==> config.mk <==
export PLATFORM = sky130hd
export DESIGN_NAME = axis_block_buffer
export DESIGN_NICKNAME = d
export VERILOG_FILES = /design/src/rtl/axis_pkg.sv /design/src/rtl/axis_fifo_fwft.sv /design/src/rtl/axis_block_buffer.sv
export SDC_FILE = /design/constraint.sdc
export NUM_CORES = 1
export LEC_CHECK = 0
export CORE_AREA = 2 2 149 151
export CTS_CLUSTER_DIAMETER = 80
export DETAILED_ROUTE_END_ITERATION = 6
export DIE_AREA = 0 0 151 153
export GPL_TIMING_DRIVEN = 0
export PLACE_DENSITY_LB_ADDON = 0.12
export SYNTH_ARGS = -nofsm -noshare
export SYNTH_HDL_FRONTEND = slang
export SYNTH_SLANG_ARGS = --single-unit
==> constraint.sdc <==
create_clock -name ap_clk -period 5.4 [get_ports ap_clk]
set_input_delay 1.08 -clock ap_clk [delete_from_list [all_inputs] [get_ports ap_clk]]
set_output_delay 1.08 -clock ap_clk [all_outputs]
set_load 0.03 [all_outputs]
==> src/rtl/axis_pkg.sv <==
// Shared helpers for the block buffer: safe widths, beats-per-block and framing counter layout.
package axis_pkg;

  localparam int CNT_W = 16;

  function automatic int clog2w(input int n);
    return (n > 2) ? $clog2(n) : 1;
  endfunction

  function automatic int bpb(input int bdim, input int pe);
    return bdim / pe;
  endfunction

  typedef struct packed {
    logic [CNT_W-1:0] beat_cnt;
    logic [CNT_W-1:0] blk_cnt;
  } frame_cnt_t;

endpackage

==> src/rtl/axis_fifo_fwft.sv <==
// First-word fall-through FIFO, one cycle from push to visible head.
// rdy_o is registered !full, so it never depends combinationally on pop_i.
module axis_fifo_fwft #(
  parameter int DATA_W = 64,
  parameter int DEPTH  = 4
) (
  input  logic                     clk_i,
  input  logic                     rst_i,
  input  logic                     clear_i,
  input  logic                     push_i,
  input  logic                     pop_i,
  input  logic [DATA_W-1:0]        wr_dat_i,
  output logic [DATA_W-1:0]        rd_dat_o,
  output logic                     empty_o,
  output logic                     rdy_o,
  output logic [$clog2(DEPTH):0]   occupancy_o
);

  localparam int AW = $clog2(DEPTH);

  logic [DATA_W-1:0] mem_q [DEPTH];
  logic [AW:0]       wr_ptr_q, wr_ptr_d;
  logic [AW:0]       rd_ptr_q, rd_ptr_d;
  logic              rdy_q;
  logic              full_d;

  always_comb begin
    wr_ptr_d = wr_ptr_q;
    rd_ptr_d = rd_ptr_q;
    if (clear_i) begin
      wr_ptr_d = '0;
      rd_ptr_d = '0;
    end else begin
      if (push_i) wr_ptr_d = wr_ptr_q + (AW+1)'(1);
      if (pop_i)  rd_ptr_d = rd_ptr_q + (AW+1)'(1);
    end
    // Full when the indices match but the wrap bits differ.
    full_d = (wr_ptr_d[AW] != rd_ptr_d[AW]) && (wr_ptr_d[AW-1:0] == rd_ptr_d[AW-1:0]);
  end

  always_ff @(posedge clk_i or posedge rst_i) begin
    if (rst_i) begin
      wr_ptr_q <= '0;
      rd_ptr_q <= '0;
      rdy_q    <= 1'b0;
    end else begin
      wr_ptr_q <= wr_ptr_d;
      rd_ptr_q <= rd_ptr_d;
      rdy_q    <= !full_d;
    end
  end

  always_ff @(posedge clk_i) begin
    if (push_i) mem_q[wr_ptr_q[AW-1:0]] <= wr_dat_i;
  end

  assign rd_dat_o    = mem_q[rd_ptr_q[AW-1:0]];
  assign empty_o     = (wr_ptr_q == rd_ptr_q);
  assign rdy_o       = rdy_q;
  assign occupancy_o = wr_ptr_q - rd_ptr_q;

endmodule

==> src/rtl/axis_block_buffer.sv <==
// AXI-Stream block buffer: FWFT FIFO plus block/stream framing; 1-cycle latency.
// Input ready is registered !full; clear blanks both handshakes for its cycle.
module axis_block_buffer
  import axis_pkg::*;
#(
  parameter int DATA_WIDTH       = 32,
  parameter int PE               = 2,
  parameter int DEPTH            = 4,
  parameter int s_axis_data_BDIM = 4,
  parameter int s_axis_data_SDIM = 16
) (
  input  logic                                                  ap_clk,
  input  logic                                                  ap_rst,
  input  logic                                                  clear,
  input  logic [PE*DATA_WIDTH-1:0]                              s_axis_data_tdata,
  input  logic                                                  s_axis_data_tvalid,
  output logic                                                  s_axis_data_tready,
  output logic [PE*DATA_WIDTH-1:0]                              m_axis_result_tdata,
  output logic                                                  m_axis_result_tvalid,
  input  logic                                                  m_axis_result_tready,
  output logic                                                  m_axis_result_tlast,
  output logic                                                  m_axis_result_tuser,
  output logic [clog2w(s_axis_data_SDIM/s_axis_data_BDIM)-1:0]  block_idx,
  output logic [$clog2(DEPTH):0]                                occupancy
);

  localparam int BPB    = bpb(s_axis_data_BDIM, PE);
  localparam int NBLK   = s_axis_data_SDIM / s_axis_data_BDIM;
  localparam int BIDX_W = clog2w(NBLK);

  if (PE < 1 || s_axis_data_BDIM < PE || (s_axis_data_BDIM % PE) != 0) begin : g_bad_bdim
    $error("s_axis_data_BDIM must be a positive multiple of PE");
  end
  if (s_axis_data_SDIM < s_axis_data_BDIM || (s_axis_data_SDIM % s_axis_data_BDIM) != 0) begin : g_bad_sdim
    $error("s_axis_data_SDIM must be a positive multiple of s_axis_data_BDIM");
  end
  if (DEPTH < 2 || (DEPTH & (DEPTH - 1)) != 0) begin : g_bad_depth
    $error("DEPTH must be a power of two, at least 2");
  end
  if (BPB >= (1 << CNT_W) || NBLK >= (1 << CNT_W)) begin : g_bad_cnt
    $error("framing counts exceed counter width");
  end

  frame_cnt_t frm_q, frm_d;
  logic       fifo_rdy, fifo_empty;
  logic       push, pop;
  logic       last_beat, last_blk;

  assign s_axis_data_tready   = fifo_rdy && !clear;
  assign push                 = s_axis_data_tvalid && s_axis_data_tready;
  assign m_axis_result_tvalid = !fifo_empty && !clear;
  assign pop                  = m_axis_result_tvalid && m_axis_result_tready;

  axis_fifo_fwft #(
    .DATA_W (PE*DATA_WIDTH),
    .DEPTH  (DEPTH)
  ) u_fifo (
    .clk_i       (ap_clk),
    .rst_i       (ap_rst),
    .clear_i     (clear),
    .push_i      (push),
    .pop_i       (pop),
    .wr_dat_i    (s_axis_data_tdata),
    .rd_dat_o    (m_axis_result_tdata),
    .empty_o     (fifo_empty),
    .rdy_o       (fifo_rdy),
    .occupancy_o (occupancy)
  );

  assign last_beat = (frm_q.beat_cnt == CNT_W'(BPB - 1));
  assign last_blk  = (frm_q.blk_cnt == CNT_W'(NBLK - 1));

  // Counters move only on pop, so framing holds steady under backpressure.
  always_comb begin
    frm_d = frm_q;
    if (clear) begin
      frm_d = '0;
    end else if (pop) begin
      if (last_beat) begin
        frm_d.beat_cnt = '0;
        frm_d.blk_cnt  = last_blk ? '0 : frm_q.blk_cnt + CNT_W'(1);
      end else begin
        frm_d.beat_cnt = frm_q.beat_cnt + CNT_W'(1);
      end
    end
  end

  always_ff @(posedge ap_clk or posedge ap_rst) begin
    if (ap_rst) frm_q <= '0;
    else        frm_q <= frm_d;
  end

  assign m_axis_result_tlast = m_axis_result_tvalid && last_beat;
  assign m_axis_result_tuser = m_axis_result_tlast && last_blk;
  assign block_idx           = frm_q.blk_cnt[BIDX_W-1:0];

endmodule

After elaboration in Yosys (flattened, before gate mapping)
Memory sizes are Yosys's and may differ from the RTL's.
Cells that the tools add are included.
{ "word_totals": {"regBits": 39, "ram_bits": 256, "out_inout_bits": 73, "memories": 1} }
{ "classes": {"add_sub_neg": 5, "eq_ne": 5, "muxes": 11, "n_reduce_logical": 13} }
{ "memory_table": {"columns": ["name", "depth", "word_bits", "read_ports", "rd_clocked_by_memory_dff", "write_ports", "line_no", "rtl"], "rows": [
  ["u_fifo.mem_q", 4, 64, 1, 0, 1, "axis_fifo_fwft.sv:21", "logic [DATA_W-1:0] mem_q [DEPTH];"]
]} }
{ "op_table": {"columns": ["operator", "count"], "rows": [
  ["two-way mux 32 bit", 2],
  ["two-way mux 16 bit", 3],
  ["adder 16 x 1 -> 16 bit (second input constant)", 2],
  ["== test 16 x 1 -> 1 bit (second input constant)", 1],
  ["== test 16 x 2 -> 1 bit (second input constant)", 1],
  ["two-way mux 3 bit", 4],
  ["logical AND 1 bit", 7],
  ["adder 3 x 1 -> 3 bit (second input constant)", 2],
  ["nonzero test 2 bit", 2],
  ["== test 3 bit", 1],
  ["zero test 1 bit", 3],
  ["subtractor 3 bit", 1],
  ["== test 2 bit", 1],
  ["two-way mux 1 bit", 2],
  ["AND reduction 2 bit", 1],
  ["inequality test 1 bit", 1]
]} }

Depth between registers and ports, before layout
{ "depth": {"depth_word": 9, "mapped_depth": 10, "mapped_depth_nobuf": 7} }

Cells and area by module
Synthesis repeated with hierarchy kept, for this count alone.
{ "unflattened": {"cells_unflattened": 597, "area_unflattened_um2": 11677.4} }
{ "by_module_without_submodules": {"columns": ["mod", "instances", "cells_per_inst", "area_per_inst_um2"], "rows": [
  ["axis_fifo_fwft", 1, 381, 9761.9],
  ["axis_block_buffer", 1, 216, 1915.6]
]} }

Least setup slack after synthesis
No wires, ideal clock.
{ "synth_timing": {"path_kind": "register to output", "startpoint": "register u_fifo.rd_ptr_q[1]", "endpoint": "output m_axis_result_tuser", "arrival_time_ns": 2.787, "t_required_ns": 4.320, "slack_ns": 1.533, "stages_incl_launch_ff": 9, "path_cell_list": "dfrtp_1 > clkbuf_1 > buf_1 > inv_1 > ha_1 > nand2_1 > nor2_1 > nor3_1 > and2_1"} }
{ "synth_between": {"elab_chain_len": 5} }
{ "synth_rtl": {"columns": ["element", "line_no", "rtl"], "rows": [
  ["start: declaration", "axis_fifo_fwft.sv:23", "logic [AW:0] rd_ptr_q, rd_ptr_d;"],
  ["start signal: assignment", "axis_fifo_fwft.sv:48", "rd_ptr_q <= rd_ptr_d;"],
  ["== test 3 bit", "axis_fifo_fwft.sv:58", "assign empty_o = (wr_ptr_q == rd_ptr_q);"],
  ["zero test 1 bit", "axis_block_buffer.sv:51", "assign m_axis_result_tvalid = !fifo_empty && !clear;"],
  ["logical AND 1 bit", "axis_block_buffer.sv:51", null],
  ["logical AND 1 bit", "axis_block_buffer.sv:93", "assign m_axis_result_tlast = m_axis_result_tvalid && last_beat;"],
  ["via m_axis_result_tlast", "axis_block_buffer.sv:21", "output logic m_axis_result_tlast,"],
  ["logical AND 1 bit", "axis_block_buffer.sv:94", "assign m_axis_result_tuser = m_axis_result_tlast && last_blk;"],
  ["end: declaration", "axis_block_buffer.sv:22", "output logic m_axis_result_tuser,"]
]} }
The timed path passes the listed nets, and every way through them passes these cells.

Final worst setup path
{ "layout_timing": {"startpoint": "register u_fifo.rd_ptr_q[1]", "endpoint": "output m_axis_result_tuser"} }
{ "layout_between": {"elab_chain_len": 5} }
{ "layout_rtl": {"columns": ["element", "line_no"], "rows": [
  ["== test 3 bit", "axis_fifo_fwft.sv:58"],
  ["zero test 1 bit", "axis_block_buffer.sv:51"],
  ["logical AND 1 bit", "axis_block_buffer.sv:51"],
  ["logical AND 1 bit", "axis_block_buffer.sv:93"],
  ["logical AND 1 bit", "axis_block_buffer.sv:94"]
]} }
Every way passes these cells.

==> metrics <==
Top-Level Pins=142; CTS Buf Count=30; gr ovfl total=0; Synth area leader=edfxtp_1; Tcrit/Tclk final=94.5%; Post-Syn Instances=between 500 and 600; CP Capture Type=output pin; Core Box Area=around 0.021 mm²; min Tclk post-route=between 5 and 6 ns; Routability Congestion=approximately 0.86; Final ANT Viol Nets=0; net count after synthesis=between 600 and 700; status=finished, final reports clean; CP Launch Type=flip-flop; Pre-antenna DRT Iters=5; Resize count post-CTS=0; DR iter-0 viols=423; r2r startpoint=u_fifo.rd_ptr_q[1]; Setup Skew=between 0.006 and 0.007 ns; PortBufs=141; FF+latch count, synth=around 300; Hold Path Stages=2; diode count=0; H-Tree Depth=1; register area share after synthesis=74.8%; CTS root buf=clkbuf_16; cell internal pwr=between 4000 and 5000 µW; GRT Util Overall=around a fifth; initial antenna violation count=0; Setup-failing EPs final=0; Vias/cell=approximately 5.7; vias in the first global route=6,479; worst setup path class=reg -> out; static leakage=0.00478 µW; R2R setup slack=1.76 ns; Slew Viols, Final=0; Worst Hold Class=reg -> reg; Sequential Power Share=between 40% and 50%; drt total wl=22.4 mm; measured slew at the worst slew-check pin=approximately 0.94 ns; Clk pin slew, worst setup/hold paths=roughly 0.060 ns; largest net degree at the start of global routing=50; Non-Filler Instances=between 1,000 and 1,500; DRC=0; peak supply drop=around 0.30 mV; Starting Density=53.9%; Via Count=approximately 6,100; Comb pwr share=between 20% and 30%; CTS tree=yes; switch share=25.7%; worst hold path endpoint=frm_q[17]; CTS Sinks=~300; Max FO, Critical Path=10; YS warnings=0; max cap viols=0; Hold Crit Start=frm_q[17]; first-pass GRT wire length=between 30 and 40 mm; Die Width=approximately 150 µm; register area=about 0.0087 mm²; CTS Buffer Depth=3; layout cells sized above 1=approximately 16%; Cell Rows=54; hpwl dp=approximately 14 mm; ranking of synthesized cells by area=edfxtp_1 (66%), mux4_2 (12%), dfrtp_1 (8.4%), nor2_1 (1.2%), ha_1 (1.1%); Async SR Flop Fraction=13.2%; worst relative slew slack=36.5%; NetSw=between 1000 and 1500 µW; Post-Route Setup TNS=0 ns; die height=~150 µm; die area=0.0231 mm²; Post-synth EDFFs=approximately 260; Achievable Freq=196 MHz; P&R area growth vs syn=24.4%; multi-input logic area=between 0.002 and 0.003 mm²; main flop type after synthesis=edfxtp_1; RSZ-0062 raised after global routing=false; Yosys cell types=47; Worst EP required=about 4.3 ns; clock network power share=34.2%; hold buffers post-CTS=0; Layout Nets=854; # Post-CTS Setup Buffers=0; count leader, synth=edfxtp_1; area of the mapped netlist=around 0.012 mm²; DP Cell Count=slightly above 1,000; r2r endpoint=frm_q[25]; Avg WL per Cell=about 21 µm; Post-synth top cells=edfxtp_1 (256), mux4_2 (64), dfrtp_1 (39); WP data arrival=~4 ns; Cell Pwr Density=392 mW/mm²; Synth top area share=66.3%; Hold WS=roughly 0.56 ns; Final Hold Fails=0; Worst R2R Path Depth=9; fillers=1,446; syn_area_per_cell=around 19 µm²; worst skew pair latency=between 0.5 and 0.6 ns
-- area by class of cell --
type / count / share of cell area, %
Buffer: 26 / 0.781
Clock buffer: 41 / 5.85
Clock inverter: 14 / 0.677
Inverter: 10 / 0.260
Multi-Input combinational cell: 266 / 19.4
Sequential cell: 295 / 60.1
Tap cell: 280 / 2.43
Timing Repair Buffer: 145 / 10.6
-- flip-flops by register name (all words and copies together), names as in the netlist --
register and flops:
u_fifo.wr_ptr_q 3, block_idx 2, u_fifo.rd_ptr_q 3, u_fifo.mem_q 256, u_fifo.rdy_o 1, frm_q 30
-- worst max-delay path by stage --
stage,depth (start not counted),startpoint,slack (ns),end
after global routing,9,u_fifo.rd_ptr_q[1],0.04,m_axis_result_tuser
after global placement,3,clear,0.12,u_fifo.mem_q[1][48]
after CTS,9,u_fifo.rd_ptr_q[1],0.19,m_axis_result_tuser
after floorplan,8,u_fifo.rd_ptr_q[1],1.53,m_axis_result_tuser
final,9,u_fifo.rd_ptr_q[1],0.30,m_axis_result_tuser
after detailed placement,9,u_fifo.rd_ptr_q[1],0.78,m_axis_result_tuser
-- through the flow --
stage	utilization, %	worst slack, ns	area [µm²]	total power [µW]
after floorplan	-	1.53	11600	3340
after global placement	62.1	0.122	13300	3770
after detailed placement	62.7	0.782	13500	3780
after CTS	67.1	0.191	14400	5720
after global routing	67.1	0.0369	14400	5870
final	67.1	0.295	14400	5660
-- cells by family (layout without fill, tap and decap cells) --
logic type | Yosys count | count (layout) | synth area share [%]
AOI/OAI and AO/OA | 45 | 45 | 2.42
and+or+nand+nor | 119 | 119 | 5.64
xor gates and xnor gates | 21 | 21 | 1.65
muxes | 70 | 70 | 13.0
DFF | 295 | 295 | 74.8
buffers and inverters | 36 | 236 | 1.30
adders and majority gates | 11 | 11 | 1.25
-- cells in the final DEF (no fill, tap or decap), drive strengths merged, types with 3 or more instances in the layout --
cell,netlist,final
edfxtp,256,256
clkdlybuf4s50,0,141
mux4,64,64
clkbuf,16,57
dfrtp,39,39
nor2,37,37
nand2,17,17
o21ai,15,15
a21oi,14,14
buf,10,14
nand3,13,13
clkinv,0,13
xnor2,12,12
nor3,11,11
ha,10,10
inv,10,10
xor2,9,9
and3,9,9
nor4,7,7
and4,5,5
nand3b,5,5
mux2i,5,5
o211ai,4,4
nand4,4,4
o2111ai,3,3
nor2b,3,3
-- metal layers --
metal	routed length [µm]	vias to the layer above	share of wire [%]	global-route usage, %
met5	0	-	0	0
met4	474	0	2.1	5.12
met3	1630	39	7.3	5.31
met2	11700	194	52	34.2
met1	8590	3125	38	24.6
li1	-	2761	-	-
-- power by group through the flow --
stage | clock network, µW | logic (µW) | registers, µW
finish | 1940 | 1150 | 2570
global route | 2080 | 1220 | 2580
CTS | 1980 | 1170 | 2570
detailed placement | 0 | 1160 | 2620
global placement | 0 | 1150 | 2620
floorplan | 0 | 721 | 2610
-- worst max-delay path, cell delays in order (launching register included) --
cell and delay [ns]:
dfrtp_1 0.47, clkbuf_1 0.54, buf_1 0.57, inv_1 0.19, ha_1 0.34, nand2_1 0.19, nor2_1 0.09, nor3_1 0.26
and2_1 0.17, clkdlybuf4s50_1 0.66
Note: power is estimated with default switching activity, not from simulation.
==> edit 1: new RTL, same flow settings <==
Change the parameter `s_axis_data_BDIM` from 4 to 8.
--- a/src/rtl/axis_block_buffer.sv
+++ b/src/rtl/axis_block_buffer.sv
@@ -6,7 +6,7 @@
   parameter int DATA_WIDTH       = 32,
   parameter int PE               = 2,
   parameter int DEPTH            = 4,
-  parameter int s_axis_data_BDIM = 4,
+  parameter int s_axis_data_BDIM = 8,
   parameter int s_axis_data_SDIM = 16
 ) (
   input  logic                                                  ap_clk,
Ports: changed (resized block_idx); port bits go from 142 to 141. The function was not compared with the original's and may differ.
==> edit 1 against the original RTL <==
Sequential cell count unchanged. Via count down 1.1%. Non-clock buffer count shrank 4. Area after synthesis is 0.39% lower. Count of clock-buffer cells in the layout down 9. Cell area is 0.31% higher. Power is 1.6% lower. Worst setup slack better by 50 ps. Worst hold slack got worse by 66 ps. Routed wire length shrank 4.3%. Combinational power decreased by 28%. Largest power group unchanged.
==> edit 1: results (changes against the original RTL) <==
[status]
outcome = completed

[logic_synthesis]
syn_nets = 669  ; -1.2%
synth_commonest_cells = edfxtp_1, mux4_2, dfrtp_1
syn_inst = 589  ; -1.3%
ys_top_cells_by_area = edfxtp_1, mux4_2, dfrtp_1
yosysSeqAreaShare_pct = 75.1  ; +0.29 points

[power]
ir_worst_vdd_uv = 299  ; +1.1%
p_leak_nw = 4.82  ; +0.73%
power_density_mw_per_mm2 = 385  ; -1.9%

[clock_tree]
numCtsBuffers = 30  ; unchanged

[hold_path]
hold_path_depth = 1  ; -1
worstHoldStart = frm_q[15]$_DFFE_PP0P_

[placed_design]
dpl.hpwl_um = 13500  ; -3.7%
pre_cts_ws_ps = 872  ; +90.2 ps
numPortBuffers = 139  ; -1.4%
dpl.cell_count = 1012  ; -0.98%
place_congestion = 0.830  ; -4.0%
placed_area_mm2 = 0.0134  ; -0.61%

[finish]
layout-drive-gt1-share_pct = 17.6  ; +1.2 points
nFillCells = 1393  ; -3.7%
num_antenna_cells = 0  ; unchanged
stdcell_count = 1068  ; -0.84%
largest_register_ffs = 256  ; unchanged

[global_routing]
grt_use_total_pct = 18.9  ; -0.77 points
met2_usage_pct = 32.6  ; -1.6 points
grt_max_degree = 48  ; -4.0%
met1_usage_pct = 25.0  ; +0.44 points
use_met3_pct = 3.76  ; -1.6 points
grt_pass1_wl_um = 33700  ; -3.2%

[setup_path]
arrival_ps = 3970  ; -50 ps
r2r_cells = 9  ; unchanged
cp_max_fo = 10  ; unchanged

[timing]
tightest_slew_ps = 829  ; -115 ps
skew_ps = 9.63  ; +3.36 ps

[detailed_routing]
vias = 6049  ; -1.1%
wl_per_cell_um = 20.0  ; -3.5%
drt_iter0_markers = 445  ; +5.2%
firstDrtPassIters = 6  ; +1

edit 1: cell count changes after synthesis, moves of 6 or more:
| cell | delta |
|---|---|
| o21ai_0 | +7 |
| o31ai_1 | +8 |
| and2_1 | +6 |
| nor2_1 | -10 |
| a21oi_1 | -6 |
edit 1: worst paths after layout:
check                           slack, ps                    end
min in group asynchronous            1010  block_idx$_DFFE_PP0P_
worst min register to register        500  frm_q[15]$_DFFE_PP0P_
worst max register to register       1800  frm_q[23]$_DFFE_PP0P_
max in group asynchronous            3870  frm_q[10]$_DFFE_PP0P_
worst max-delay path                  350    m_axis_result_tuser
worst min-delay path                  500  frm_q[15]$_DFFE_PP0P_
edit 1: logic make-up (layout without fill, tap and decap cells):
family	count (synthesis)	after routing	synth area share, %
AO/OA/AOI/OAI	54	54	3.07
XOR/XNOR	21	21	1.66
adder cells (fa/ha/maj)	11	11	1.26
buffers and inverters	34	233	1.31
flip-flops	295	295	75.1
multiplexers	65	65	12.6
AND/OR/NAND/NOR	109	109	5.06
edit 1: critical path: stages, from the launching register on:
cell and delay (ps):
dfrtp_1 460, clkbuf_1 530, buf_1 570, inv_1 180, ha_1 370, a31oi_2 310, and2_1 190, nor2b_1 130
clkdlybuf4s50_1 670
edit 1: layout make-up:
type | instances | area share (%)
plain buffers | 24 | 0.787
clock buffers | 32 | 5.24
clock inverters | 24 | 2.15
inverters | 10 | 0.260
multi-input cells | 260 | 18.9
flip-flops and latches | 295 | 59.9
well taps | 280 | 2.42
repair buffers | 143 | 10.3
edit 1: where the power goes:
part / switching, mW / internal [mW] / leakage (nW) / total [mW]
Clock: 0.820 / 1.35 / 0.523 / 2.17
Sequential: 0.0184 / 2.54 / 2.86 / 2.56
Combinational: 0.446 / 0.386 / 1.43 / 0.832
edit 1: metal layers:
metal,wire (µm),vias up,part of all wire (%)
li1,-,2751,-
met4,346,0,1.6
met2,11100,166,52
met5,0,-,0
met3,1370,26,6.4
met1,8620,3106,40
==> edit 2: new RTL, config.mk and constraints unchanged <==
Made on the original files. Make the reset (`ap_rst` and `rst_i`) synchronous in 2 clocked blocks.
--- a/src/rtl/axis_fifo_fwft.sv
+++ b/src/rtl/axis_fifo_fwft.sv
@@ -38,7 +38,7 @@
     full_d = (wr_ptr_d[AW] != rd_ptr_d[AW]) && (wr_ptr_d[AW-1:0] == rd_ptr_d[AW-1:0]);
   end
 
-  always_ff @(posedge clk_i or posedge rst_i) begin
+  always_ff @(posedge clk_i) begin
     if (rst_i) begin
       wr_ptr_q <= '0;
       rd_ptr_q <= '0;
--- a/src/rtl/axis_block_buffer.sv
+++ b/src/rtl/axis_block_buffer.sv
@@ -85,7 +85,7 @@
     end
   end
 
-  always_ff @(posedge ap_clk or posedge ap_rst) begin
+  always_ff @(posedge ap_clk) begin
     if (ap_rst) frm_q <= '0;
     else        frm_q <= frm_d;
   end
Check against the original RTL: differs if ap_rst is asserted again (counterexample within 4 cycles, from zero or initial values and one cycle with ap_rst high); with ap_rst held inactive, the same outputs for 4 cycles.
==> edit 2 against the original RTL <==
Sequential cell count did not move. Routed wire length fell by 2.9%. Register-to-register slack improved by 140 ps. Via count fell by 4.8%. Cell area fell by 2.6%. Worst setup slack improved by 68 ps. Area after synthesis fell by 2.6%. Critical path type unchanged. Highest routed layer is now met5.
Power is not compared: it rests on default switching activity, and its combinational part moved more than twofold at a synthesized area within 25%.
==> edit 2: results (changes against the original RTL) <==
[global_routing]
grt_antenna_before_repair = 2  ; +2
grt_pass1_vias = 6221  ; -4.0%
use_met3_pct = 3.49  ; -1.8 points
grt_use_total_pct = 19.3  ; -0.44 points
met1_usage_pct = 25.6  ; +1.1 points
met2_usage_pct = 33.4  ; -0.80 points

[logic_synthesis]
async_flop_share_pct = 0  ; -13 points
synthXorXnorAreaFrac_pct = 3.01  ; +1.4 points
synth_compound_area_share_pct = 1.09  ; -1.3 points
ys_top_cells_by_area = edfxtp_1, mux4_2, dfxtp_1
yosysSeqAreaShare_pct = 75.0  ; +0.24 points

[setup_path]
r2r_cells = 10  ; +1
crit_start = u_fifo.rd_ptr_q[1]$_SDFF_PP0_
max_stage_delay_ps = 700  ; +40 ps
reg2reg_to = frm_q[30]$_SDFFE_PP0P_
regToRegSetupSlack_ps = 1900  ; +140 ps

[finish]
multi_input_area_share_pct = 19.1  ; -0.30 points
seq-cell-share_pct = 60.3  ; +0.22 points
nClkBuffers = 35  ; -15%
num_antenna_cells = 1  ; +1
multi_input_area_mm2 = 0.00268  ; -4.1%
clk_share_pct = 6.19  ; -0.33 points

[detailed_routing]
firstDrtPassIters = 4  ; -1
drt_iter0_markers = 329  ; -22%

[placed_design]
place_congestion = 0.888  ; +2.7%
pre_cts_ws_ps = 564  ; -218 ps
placed_area_mm2 = 0.0132  ; -2.3%

[status]
outcome = completed

[hold_path]
worstHoldStart = block_idx[1]$_SDFFE_PP0P_

[timing]
period_needed_ps = 5040  ; -68.3 ps

edit 2: changes by cell type after synthesis, sizes merged, moves of 5 or more:
cell and change:
and3 -5, clkbuf -6, nand4 +11, o21ai -14, nor3 -6, nand2 -5, dfrtp -39, nor4 +5
a211oi +5, dfxtp +39, a21oi -12, xor2 +13
edit 2: metal layers:
layer,up-vias,share of wire [%],routed length (µm)
met5,-,0.060,13
met2,146,51,11100
met3,31,5.2,1130
met4,2,1.6,346
li1,2663,-,-
met1,2986,42,9150
edit 2: through the flow:
stage	cells	total power [mW]	hold WS, ps	utilization, %
2_1_floorplan	573	2.62	461	-
4_1_cts	1049	4.59	516	65.4
5_1_grt	1049	4.68	559	65.4
3_5_place_dp	998	2.74	501	61.3
3_3_place_gp	994	2.73	491	60.7
6_report	1050	4.53	522	65.4
